--- config.mk ---
export PLATFORM = sky130hd
export DESIGN_NAME = integ_seq_gen_flat
export DESIGN_NICKNAME = d
export VERILOG_FILES = /design/src/rtl/integ_seq_gen_pkg.sv /design/src/rtl/integ_seq_gen_if.sv /design/src/rtl/integ_seq_gen_shadow.sv /design/src/rtl/integ_seq_gen.sv /design/src/flat_wrapper.sv
export SDC_FILE = /design/constraint.sdc
export NUM_CORES = 1
export LEC_CHECK = 0
export BUFFER_PORTS_ARGS = -buffer_cell sky130_fd_sc_hd__buf_2
export CAP_MARGIN = 40
export CORE_MARGIN = 2
export CORE_UTILIZATION = 25
export CTS_CLUSTER_SIZE = 14
export DETAILED_ROUTE_END_ITERATION = 6
export HOLD_SLACK_MARGIN = 0.12
export PLACE_DENSITY_LB_ADDON = 0.25
export SETUP_SLACK_MARGIN = 0.05
export SLEW_MARGIN = 0
export SYNTH_ARGS = -nofsm -noshare
export SYNTH_HDL_FRONTEND = slang
export SYNTH_SLANG_ARGS = --single-unit
--- constraint.sdc ---
create_clock -name i_clk -period 18.5 [get_ports i_clk]
set_clock_uncertainty 0.1 [all_clocks]
set_input_delay 2.775 -clock i_clk [delete_from_list [all_inputs] [get_ports i_clk]]
set_output_delay 2.775 -clock i_clk [all_outputs]
set_load 0.02 [all_outputs]
--- src/rtl/integ_seq_gen_pkg.sv ---
// integ_seq_pkg: shared types for the integrator switch/charge-pump sequencer.
//   mode_e  : o_cp mode encoding (normal, inverted, off, hold)
//   state_e : sequencer FSM states
//   cp_calc : o_cp value from mode, state and "inside the cp-off guard" flag
package integ_seq_pkg;

   typedef enum logic [1:0] {
      MODE_NORM = 2'd0,
      MODE_INV  = 2'd1,
      MODE_OFF  = 2'd2,
      MODE_HOLD = 2'd3
   } mode_e;

   typedef enum logic [2:0] {
      ST_IDLE,
      ST_HIGH,
      ST_GAP,
      ST_LOW,
      ST_DONE,
      ST_ERR
   } state_e;

   // Outside the three running phases o_cp is always low, whatever the mode.
   function automatic logic cp_calc(mode_e m, state_e s, logic guard);
      logic norm;
      logic res;
      norm = 1'b0;
      res  = 1'b0;
      case (s)
         ST_HIGH: norm = ~guard;
         ST_GAP:  norm = 1'b0;
         ST_LOW:  norm = 1'b1;
         default: norm = 1'b0;
      endcase
      if (s == ST_HIGH || s == ST_GAP || s == ST_LOW) begin
         case (m)
            MODE_NORM: res = norm;
            MODE_INV:  res = ~norm;
            MODE_OFF:  res = 1'b0;
            default:   res = 1'b1;
         endcase
      end
      return res;
   endfunction

endpackage

--- src/rtl/integ_seq_gen_if.sv ---
// integ_seq_gen_if: configuration inputs and control outputs of the sequencer.
//   master : register-file / front-end side (drives config, reads outputs)
//   slave  : sequencer side
interface integ_seq_gen_if #(
   parameter int CNT_W   = 32,
   parameter int BURST_W = 16
) ();
   logic               i_en;
   logic [1:0]         i_mode;
   logic [CNT_W-1:0]   i_T1;
   logic [CNT_W-1:0]   i_T2;
   logic [CNT_W-1:0]   i_T3;
   logic [CNT_W-1:0]   i_T4;
   logic [BURST_W-1:0] i_burst;
   logic               o_sw;
   logic               o_cp;
   logic               o_sync;
   logic [BURST_W-1:0] o_per_cnt;
   logic               o_done;
   logic               o_err;

   modport master (
      output i_en, i_mode, i_T1, i_T2, i_T3, i_T4, i_burst,
      input  o_sw, o_cp, o_sync, o_per_cnt, o_done, o_err
   );

   modport slave (
      input  i_en, i_mode, i_T1, i_T2, i_T3, i_T4, i_burst,
      output o_sw, o_cp, o_sync, o_per_cnt, o_done, o_err
   );
endinterface

--- src/rtl/integ_seq_gen_shadow.sv ---
// integ_seq_shadow: period-boundary shadow of the sequencer configuration.
//   i_load      : capture strobe (period start)
//   i_mode..    : live configuration inputs
//   o_mode..    : shadowed fields used during the running period
//   o_in_valid  : validity of the live inputs, judged on the load edge
// T1 is only ever needed on the load edge itself (it sizes the first phase),
// so it is validated but not held.
module integ_seq_shadow
   import integ_seq_pkg::*;
#(
   parameter int CNT_W   = 32,
   parameter int BURST_W = 16
) (
   input  logic               i_clk,
   input  logic               i_rst_n,
   input  logic               i_load,
   input  logic [1:0]         i_mode,
   input  logic [CNT_W-1:0]   i_T1,
   input  logic [CNT_W-1:0]   i_T2,
   input  logic [CNT_W-1:0]   i_T3,
   input  logic [CNT_W-1:0]   i_T4,
   input  logic [BURST_W-1:0] i_burst,
   output mode_e              o_mode,
   output logic [CNT_W-1:0]   o_T2,
   output logic [CNT_W-1:0]   o_T3,
   output logic [CNT_W-1:0]   o_T4,
   output logic [BURST_W-1:0] o_burst,
   output logic               o_in_valid
);

   logic [CNT_W:0] per_len;

   // Widened by one bit so T1+T2 can never wrap back to zero.
   assign per_len    = {1'b0, i_T1} + {1'b0, i_T2};
   assign o_in_valid = (i_T4 <= i_T1) && (i_T3 <= i_T2) && (per_len != '0);

   always_ff @(posedge i_clk) begin
      if (!i_rst_n) begin
         o_mode  <= MODE_NORM;
         o_T2    <= '0;
         o_T3    <= '0;
         o_T4    <= '0;
         o_burst <= '0;
      end else if (i_load) begin
         o_mode  <= mode_e'(i_mode);
         o_T2    <= i_T2;
         o_T3    <= i_T3;
         o_T4    <= i_T4;
         o_burst <= i_burst;
      end
   end

endmodule

--- src/rtl/integ_seq_gen.sv ---
// integ_seq_gen: integrator switch / charge-pump sequencer.
//   i_clk, i_rst_n : clock, synchronous active-low reset
//   bus (slave)    : i_en, i_mode, i_T1..i_T4, i_burst in;
//                    o_sw, o_cp, o_sync, o_per_cnt, o_done, o_err out
// A period is HIGH (T1) -> GAP (T3) -> LOW (T2-T3); zero-length phases are
// skipped. One down-counter holds the cycles left in the current phase,
// including the current one, so a phase ends when it reads 1.
module integ_seq_gen
   import integ_seq_pkg::*;
#(
   parameter int CNT_W   = 32,
   parameter int BURST_W = 16
) (
   input  logic             i_clk,
   input  logic             i_rst_n,
   integ_seq_gen_if.slave   bus
);

   state_e             state, nstate;
   logic [CNT_W-1:0]   cnt, ncnt;
   logic [BURST_W-1:0] nper;
   logic               fin, pend, start;

   mode_e              sh_mode, cur_mode;
   logic [CNT_W-1:0]   sh_t2, sh_t3, sh_t4, cur_t4;
   logic [BURST_W-1:0] sh_burst;
   logic               in_valid;

   integ_seq_shadow #(.CNT_W(CNT_W), .BURST_W(BURST_W)) u_shadow (
      .i_clk      (i_clk),
      .i_rst_n    (i_rst_n),
      .i_load     (start),
      .i_mode     (bus.i_mode),
      .i_T1       (bus.i_T1),
      .i_T2       (bus.i_T2),
      .i_T3       (bus.i_T3),
      .i_T4       (bus.i_T4),
      .i_burst    (bus.i_burst),
      .o_mode     (sh_mode),
      .o_T2       (sh_t2),
      .o_T3       (sh_t3),
      .o_T4       (sh_t4),
      .o_burst    (sh_burst),
      .o_in_valid (in_valid)
   );

   // On a load edge the outputs for the new period already follow the
   // incoming configuration, not the old shadow.
   assign cur_mode = start ? mode_e'(bus.i_mode) : sh_mode;
   assign cur_t4   = start ? bus.i_T4 : sh_t4;
   assign fin      = (cnt == CNT_W'(1));

   always_comb begin
      nstate = state;
      ncnt   = cnt;
      nper   = bus.o_per_cnt;
      pend   = 1'b0;
      start  = 1'b0;

      case (state)
         ST_IDLE: start = 1'b1;
         ST_HIGH: begin
            if (!fin)               ncnt = cnt - CNT_W'(1);
            else if (sh_t3 != '0)   begin nstate = ST_GAP; ncnt = sh_t3; end
            else if (sh_t2 != sh_t3) begin nstate = ST_LOW; ncnt = sh_t2 - sh_t3; end
            else                    pend = 1'b1;
         end
         ST_GAP: begin
            if (!fin)               ncnt = cnt - CNT_W'(1);
            else if (sh_t2 != sh_t3) begin nstate = ST_LOW; ncnt = sh_t2 - sh_t3; end
            else                    pend = 1'b1;
         end
         ST_LOW: begin
            if (!fin) ncnt = cnt - CNT_W'(1);
            else      pend = 1'b1;
         end
         default: ;  // DONE / ERR hold until i_en drops
      endcase

      if (pend) begin
         nper = (&bus.o_per_cnt) ? bus.o_per_cnt : bus.o_per_cnt + BURST_W'(1);
         if (sh_burst != '0 && nper == sh_burst) nstate = ST_DONE;
         else                                    start  = 1'b1;
      end

      // First phase of the new period comes straight from the live inputs.
      // A valid config has T1+T2 != 0, so with T1=T3=0 the LOW phase is non-empty.
      if (start) begin
         if (!in_valid)            begin nstate = ST_ERR;  ncnt = '0; end
         else if (bus.i_T1 != '0)  begin nstate = ST_HIGH; ncnt = bus.i_T1; end
         else if (bus.i_T3 != '0)  begin nstate = ST_GAP;  ncnt = bus.i_T3; end
         else                      begin nstate = ST_LOW;  ncnt = bus.i_T2; end
      end

      // Abort wins over everything, including a coinciding period end.
      if (!bus.i_en) begin
         nstate = ST_IDLE;
         ncnt   = '0;
         nper   = '0;
         start  = 1'b0;
      end
   end

   always_ff @(posedge i_clk) begin
      if (!i_rst_n) begin
         state         <= ST_IDLE;
         cnt           <= '0;
         bus.o_sw      <= 1'b0;
         bus.o_cp      <= 1'b0;
         bus.o_sync    <= 1'b0;
         bus.o_per_cnt <= '0;
         bus.o_done    <= 1'b0;
         bus.o_err     <= 1'b0;
      end else begin
         state         <= nstate;
         cnt           <= ncnt;
         bus.o_sw      <= (nstate == ST_HIGH);
         bus.o_cp      <= cp_calc(cur_mode, nstate, ncnt <= cur_t4);
         bus.o_sync    <= start && in_valid;
         bus.o_per_cnt <= nper;
         bus.o_done    <= (nstate == ST_DONE);
         bus.o_err     <= (nstate == ST_ERR);
      end
   end

endmodule
--- src/flat_wrapper.sv ---
// flat-port wrapper written by rule: the top's interface ports become plain ports
module integ_seq_gen_flat import integ_seq_pkg::*;
#(
   parameter int CNT_W   = 32,
   parameter int BURST_W = 16
)
  (i_clk, i_rst_n, bus_i_en, bus_i_mode, bus_i_T1, bus_i_T2, bus_i_T3, bus_i_T4, bus_i_burst, bus_o_sw, bus_o_cp, bus_o_sync, bus_o_per_cnt, bus_o_done, bus_o_err);
  integ_seq_gen_if #(.CNT_W(CNT_W), .BURST_W(BURST_W)) bus_i ();
  input  logic i_clk;
  input  logic i_rst_n;
  input wire logic [$bits(bus_i.i_en)-1:0] bus_i_en;
  input wire logic [$bits(bus_i.i_mode)-1:0] bus_i_mode;
  input wire logic [$bits(bus_i.i_T1)-1:0] bus_i_T1;
  input wire logic [$bits(bus_i.i_T2)-1:0] bus_i_T2;
  input wire logic [$bits(bus_i.i_T3)-1:0] bus_i_T3;
  input wire logic [$bits(bus_i.i_T4)-1:0] bus_i_T4;
  input wire logic [$bits(bus_i.i_burst)-1:0] bus_i_burst;
  output wire logic [$bits(bus_i.o_sw)-1:0] bus_o_sw;
  output wire logic [$bits(bus_i.o_cp)-1:0] bus_o_cp;
  output wire logic [$bits(bus_i.o_sync)-1:0] bus_o_sync;
  output wire logic [$bits(bus_i.o_per_cnt)-1:0] bus_o_per_cnt;
  output wire logic [$bits(bus_i.o_done)-1:0] bus_o_done;
  output wire logic [$bits(bus_i.o_err)-1:0] bus_o_err;
  assign bus_i.i_en = bus_i_en;
  assign bus_i.i_mode = bus_i_mode;
  assign bus_i.i_T1 = bus_i_T1;
  assign bus_i.i_T2 = bus_i_T2;
  assign bus_i.i_T3 = bus_i_T3;
  assign bus_i.i_T4 = bus_i_T4;
  assign bus_i.i_burst = bus_i_burst;
  assign bus_o_sw = bus_i.o_sw;
  assign bus_o_cp = bus_i.o_cp;
  assign bus_o_sync = bus_i.o_sync;
  assign bus_o_per_cnt = bus_i.o_per_cnt;
  assign bus_o_done = bus_i.o_done;
  assign bus_o_err = bus_i.o_err;
  integ_seq_gen #(.CNT_W(CNT_W), .BURST_W(BURST_W)) u_core (.i_clk(i_clk), .i_rst_n(i_rst_n), .bus(bus_i));
endmodule
### Word level (Yosys, flattened, before mapping)

Index checks and enable logic that the tools add are counted.

| storage, ports and cells | value |
|---|---|
| input port bits | 149 |
| output and inout bits | 21 |
| logic and storage cells | 90 |
| register bits | 170 |

| cells by class | value |
|---|---|
| $add $sub $neg | 4 |
| eq/ne operators | 13 |
| bitwise operators | 2 |
| magnitude comparators | 3 |
| reduce and logical (&&, ||, !) cells | 16 |
| mux-type cells | 39 |

Operator list:

| operator | count |
|---|---|
| 32-bit two-way mux | 11 |
| 32-bit less-or-equal comparator | 3 |
| 32-bit case mux with 3 select lines | 1 |
| 32-bit nonzero test | 3 |
| 32-bit by 32-bit adder with 33-bit output | 1 |
| 33-bit nonzero test | 1 |
| 32-bit by 1-bit equality test with 1-bit output (second input constant) | 1 |
| 32-bit != test | 1 |
| 32-bit by 1-bit subtractor with 32-bit output (second input constant) | 1 |
| 32-bit subtractor | 1 |
| 3-bit two-way mux | 10 |
| 16-bit by 1-bit adder with 16-bit output (second input constant) | 1 |
| 16-bit equality test | 1 |
| 16-bit two-way mux | 1 |
| 16-bit AND reduction | 1 |
| 16-bit nonzero test | 1 |
| 3-bit by 2-bit equality test with 1-bit output (second input constant) | 4 |
| 1-bit two-way mux | 11 |
| 3-bit by 1-bit equality test with 1-bit output (second input constant) | 2 |
| 3-bit equality test (second input constant) | 2 |
| 1-bit case mux with 3 select lines | 2 |
| 3-bit case mux with 2 select lines | 1 |
| 1-bit logical AND | 4 |
| 2-bit AND reduction | 2 |
| other kinds (8) | 10 |

### Depth between registers and ports, before layout

| logic depth | value |
|---|---|
| depth in word-level cells | 14 |
| mapped depth | 29 |
| mapped depth without buffers | 28 |

### Modules after synthesis

A second synthesis with hierarchy kept.

| unflattened totals | value |
|---|---|
| cells, all modules | 2,176 |
| area total of the unflattened synthesis | 16,620.9 µm² |

Modules (own cells, without submodules):

| module | area each (µm²) | times used | cells each | seq. area each (µm²) |
|---|---|---|---|---|
| integ_seq_gen | 8,906.0 | 1 | 1,309 | 1,121.1 |
| integ_seq_shadow | 7,714.9 | 1 | 867 | 2,282.2 |

### Least setup slack after synthesis

Ideal clock, no wire load.

| timing path | value |
|---|---|
| path kind | input to register |
| from | input port bus_i_T2[0] |
| to | register u_core.bus.o_cp |
| stages | 27 |
| data arrival time | 8.217 ns |
| setup slack | 10.113 ns |
| path buffers | 1 |
| cells stage by stage | ha_1 fa_1 a211oi_1 o21ai_0 and3b_1 o21ai_1 a2111oi_0 or3_1 a2111oi_0 nand4_1 o21ai_1 buf_2 o32ai_1 and2_1 ha_1 a21o_1 a21o_1 a21o_1 a21o_1 a21oi_1 nor2b_1 o21ai_0 nand3b_1 o31ai_1 nand2_1 o22a_1 a21oi_1 |

| on the way | value |
|---|---|
| word-level cells in the longest chain between the ends | 12 |
| elaborated cells on any way between the ends | 25 |

Ends and longest elaborated chain:

| what | RTL line | RTL |
|---|---|---|
| start: declaration | flat_wrapper.sv:14 | `input wire logic [$bits(bus_i.i_T2)-1:0] bus_i_T2;` |
| 32-bit by 32-bit adder with 33-bit output / 32-bit less-or-equal comparator (equally long branches) | integ_seq_gen_shadow.sv:34, integ_seq_gen_shadow.sv:35 |  |
| 33-bit nonzero test / 1-bit logical AND (equally long branches) | integ_seq_gen_shadow.sv:35 | `assign o_in_valid = (i_T4 <= i_T1) && (i_T3 <= i_T2) && (per_len != '0);` |
| 1-bit logical AND (*) | integ_seq_gen_shadow.sv:35 |  |
| 32-bit two-way mux (*) | integ_seq_gen.sv:89 | `if (!in_valid) begin nstate = ST_ERR; ncnt = '0; end` |
| 32-bit two-way mux (*) | integ_seq_gen.sv:88 | `if (start) begin` |
| 32-bit two-way mux (*) | integ_seq_gen.sv:96 | `if (!bus.i_en) begin` |
| via u_core.ncnt[9] | integ_seq_gen.sv:20 | `logic [CNT_W-1:0] cnt, ncnt;` |
| 32-bit less-or-equal comparator (*) | integ_seq_gen.sv:118 | `bus.o_cp <= cp_calc(cur_mode, nstate, ncnt <= cur_t4);` |
| 1-bit NOT (*) | integ_seq_gen_pkg.sv:30 | `ST_HIGH: norm = ~guard;` |
| 1-bit case mux with 2 select lines (*) | integ_seq_gen_pkg.sv:29 | `case (s)` |
| 1-bit two-way mux (*) | integ_seq_gen.sv:105 | `if (!i_rst_n) begin` |
| 1-bit NOT | integ_seq_gen_pkg.sv:38 | `MODE_INV: res = ~norm;` |
| 1-bit case mux with 3 select lines (*) | integ_seq_gen_pkg.sv:36 | `case (m)` |
| end signal: assignment | integ_seq_gen.sv:118 |  |
| end: declaration | integ_seq_gen_if.sv:29 | `output o_sw, o_cp, o_sync, o_per_cnt, o_done, o_err` |

Mark *: on every way through the listed nets, which the timed path passes. The rest lies on a longest branch. The select of a mux whose other input is x is not followed.
A chain may end at the register's enable or synchronous reset.

### Worst setup path in the final report

| timing path | value |
|---|---|
| from | input port bus_i_T1[0] |
| to | register u_core.bus.o_cp |

| on the way | value |
|---|---|
| word-level cells in the longest chain between the ends | 12 |
| elaborated cells on any way between the ends | 26 |

Ends and longest elaborated chain:

| what | RTL line | RTL |
|---|---|---|
| start: declaration | flat_wrapper.sv:13 | `input wire logic [$bits(bus_i.i_T1)-1:0] bus_i_T1;` |
| 32-bit by 32-bit adder with 33-bit output / 32-bit less-or-equal comparator (equally long branches) | integ_seq_gen_shadow.sv:34, integ_seq_gen_shadow.sv:35 |  |
| 33-bit nonzero test / 1-bit logical AND (equally long branches) | integ_seq_gen_shadow.sv:35 |  |
| 1-bit logical AND | integ_seq_gen_shadow.sv:35 |  |
| 32-bit two-way mux (*) | integ_seq_gen.sv:89 |  |
| 32-bit two-way mux (*) | integ_seq_gen.sv:88 |  |
| 32-bit two-way mux (*) | integ_seq_gen.sv:96 |  |
| via u_core.ncnt[25] | integ_seq_gen.sv:20 |  |
| 32-bit less-or-equal comparator (*) | integ_seq_gen.sv:118 |  |
| 1-bit NOT (*) | integ_seq_gen_pkg.sv:30 |  |
| 1-bit case mux with 2 select lines (*) | integ_seq_gen_pkg.sv:29 |  |
| 1-bit two-way mux (*) | integ_seq_gen.sv:105 |  |
| 1-bit NOT | integ_seq_gen_pkg.sv:38 |  |
| 1-bit case mux with 3 select lines (*) | integ_seq_gen_pkg.sv:36 |  |

Marked as above.

==> summary.txt <==
Status
  – Outcome: finished, final reports clean

Power
  – Reg power frac: 0.290
  – Net switching power: 599 uW
  – Comb power frac: 0.419
  – Maximum vdd drop: 55.5 uV
  – Sw frac: 0.415
  – Power per Cell Area: 79.0 nW/um^2
  – Tot Pwr: 1.44 mW
  – Power share of the clock group: 0.291
  – Pint: 844 uW
  – Leakage power: 7.63 nW

Timing
  – Worst setup margin: 9.43 ns
  – Post-layout minimum cycle time: 9.07 ns
  – Worst Tran Pin Value: 0.904 ns
  – Hold Vio Cnt, Final: 0
  – Max-slew violation count: 0
  – Fmax: 110 MHz
  – Rel. slew slack: 0.397
  – Unrepaired setup endpoints after global routing: no
  – Setup TNS: 0 ns
  – Post-route clock period utilization: 0.490
  – Final setup viols: 0

Cells and area
  – Commonest cells after routing, fill and taps aside: nand2_1 (284), a21oi_1 (177), buf_2 (170), dfxtp_1 (170), ha_1 (162)
  – Synthesis-to-layout area growth: 14.6%
  – Finished Cell Area: 18300 um^2
  – Layout cells sized above 1: 0.116
  – Antenna diodes: 0
  – Final #Nets: 2589
  – Final core area utilization: 0.289
  – Most common cell after layout, fill and taps aside: nand2_1
  – Fillers: 7031

Synth
  – Synth unique cells: 79
  – Synth area leader: dfxtp_1
  – Sequential element share of the synthesized area: 0.214
  – Synth top area share: 0.214
  – Ys Warns: 0
  – Synth Net Count: 2483
  – FFs w/ async S/R, synth: 0
  – Number of synthesized flops with an enable pin: 0
  – Post-Synthesis Cells: 2170
  – Synthesized flop and latch total: 170
  – Total standard cell area after synthesis: 15900 um^2
  – Mapped Avg Cell Area: 7.34 um^2
  – Primary FF master, synth: dfxtp_1
  – Area contributors post-synth: dfxtp_1 (21%), ha_1 (13%), nand2_1 (6.7%)

Placement
  – Placer Congestion: 0.954
  – PortBufs: 169
  – Detail Placement HPWL: 61.5 mm
  – Pre-CTS setup slack: 9.04 ns
  – DP Area: 17600 um^2

Clocking
  – Number of clock sinks: 170
  – Max clock buf depth: 2
  – Num CTS Buffers: 17
  – Clock Tree Root: clkbuf_16
  – CTS tree: yes
  – Post-cts repair resize count: 0
  – Clock slew at reported path FFs: 0.07 ns
  – Worst skew pair latency: 0.50 ns
  – Postcts setup bufs: 0
  – H-tree depth: 4
  – Hold_buf cts: 0

Worst setup path
  – Critical R2R Launch: u_core.u_shadow.o_T3[16]
  – WP data required: 18.82 ns
  – Reg2reg end: u_core.bus.o_cp
  – WP data arrival: 9.38 ns
  – R2R Setup Slk: 11.75 ns
  – CP Class: primary input to register
  – Worst-path maximum fanout: 28
  – R2R depth: 22
  – CP startpoint kind: primary input
  – Crit-path slowest cell: o31ai_1
  – Crit. End Element: register
  – CP dominant cell by count: a21o_1
  – Crit path largest cell delay: 0.55 ns

Die
  – Ports: 170
  – Die H: 256 um
  – Initial Utilization: 0.253
  – Die X: 256 um
  – # rows: 92
  – Die area: 65800 um^2
  – Core box area: 63100 um^2

Routing
  – Drt first pass iters: 6
  – Vias: 17500
  – Routed Antenna Nets: 0
  – Vias per cell: 5.59
  – Post-Route WL: 76.0 mm
  – Routed WL per cell: 24.2 um
  – Drc violations: 0
  – Initial DRC count: 1412

Global routing
  – Initial antenna violation count: 2
  – Largest net degree at the start of global routing: 71
  – Global-route wire length before repair: 112 mm
  – Gr ovfl total: 0
  – GR Util All Layers: 0.227
  – Vias in the first global route: 16800

Job
  – Maxcap violations: 0

Hold path
  – Worst Hold Class: register to register
  – Startpoint of the worst hold path: u_core.u_shadow.o_T2[16]
  – Hold path depth: 2
  – Worst hold path endpoint: u_core.u_shadow.o_T2[16]
[power groups by stage]
stage | registers [mW] | logic, mW | clock network, mW
final | 0.419 | 0.605 | 0.419
after global routing | 0.421 | 0.663 | 0.440
after CTS | 0.418 | 0.597 | 0.430
after detailed placement | 0.426 | 0.593 | 0
after global placement | 0.426 | 0.591 | 0
after floorplan | 0.415 | 0.401 | 0
[worst max path at each step]
stage / end / slack (ns) / start
2_1_floorplan: u_core.bus.o_cp / 10.11 / bus_i_T2[0]
4_1_cts: u_core.bus.o_cp / 9.54 / bus_i_T1[0]
6_report: u_core.bus.o_cp / 9.43 / bus_i_T1[0]
3_5_place_dp: u_core.bus.o_cp / 9.04 / bus_i_T1[0]
3_3_place_gp: u_core.bus.o_cp / 8.96 / bus_i_T1[0]
5_1_grt: u_core.bus.o_cp / 8.79 / bus_i_T2[0]
[state kept, by name (all words and copies together) (netlist names)]
signal                   count
u_core.bus.o_sync            1
u_core.u_shadow.o_T4        32
u_core.bus.o_per_cnt        16
u_core.cnt                  32
u_core.bus.o_cp              1
u_core.u_shadow.o_mode       2
u_core.bus.o_err             1
u_core.u_shadow.o_T2        32
u_core.state                 3
u_core.u_shadow.o_T3        32
u_core.bus.o_done            1
u_core.u_shadow.o_burst     16
u_core.bus.o_sw              1
[cells in the mapped netlist (9+ instances only)]
library cell,n
and2_1,30
a21oi_1,177
a311oi_1,11
nor2b_1,60
o21ai_0,98
dfxtp_1,170
nand2_1,284
nor3_1,38
xnor2_1,31
inv_1,131
a31oi_1,17
ha_1,162
or2_2,12
mux2i_1,40
o22ai_1,32
a211oi_1,20
nor4_1,51
nor2_1,152
and4_1,17
or3_1,15
xor2_1,27
o32ai_1,13
buf_2,19
o21a_1,15
nand2b_1,25
a21o_1,72
a2111oi_0,9
nand3_1,34
o211ai_1,16
clkbuf_1,85
o31ai_1,12
a221oi_1,21
a21boi_0,81
nand4_1,59
[cells by family after synthesis]
group                      synth area share
buffers and inverters                0.0586
muxes                                0.0287
adders and majority gates             0.130
DFF                                   0.214
AOI/OAI and AO/OA                     0.285
and+or+nand+nor                       0.253
xor gates and xnor gates             0.0319
[area by class of cell]
cell class                      count  area (um^2)  share of cell area
Timing Repair Buffer              196         1050              0.0573
Inverter                          131          492              0.0269
Multi-Input combinational cell   1760        11600               0.636
Clock inverter                     15          228              0.0125
Sequential cell                   170         3400               0.186
Tap cell                          846         1060              0.0580
Clock buffer                       17          425              0.0233
[per-stage QoR]
| stage | hold slack [ns] | cells |
|---|---|---|
| final | 0.370 | 3135 |
| after global routing | 0.398 | 3135 |
| after CTS | 0.377 | 3135 |
| after detailed placement | 0.365 | 3103 |
| after global placement | 0.361 | 3100 |
| after floorplan | 0.343 | 2170 |
[critical path: cells and delay by family]
kind	cells	cell delay [ns]
compound gates	16	3.79
fa+ha+maj	3	0.94
simple gates	5	1.38
buf+inv	2	0.48
[routing by layer]
metal / part of all wire / global-route usage / vias up
met5: 0 / 0 / -
met4: 0.042 / 0.101 / 0
met3: 0.074 / 0.0386 / 124
met2: 0.45 / 0.361 / 755
met1: 0.44 / 0.300 / 8439
li1: - / - / 8195
No activity file was read; power rests on OpenSTA's default activity.
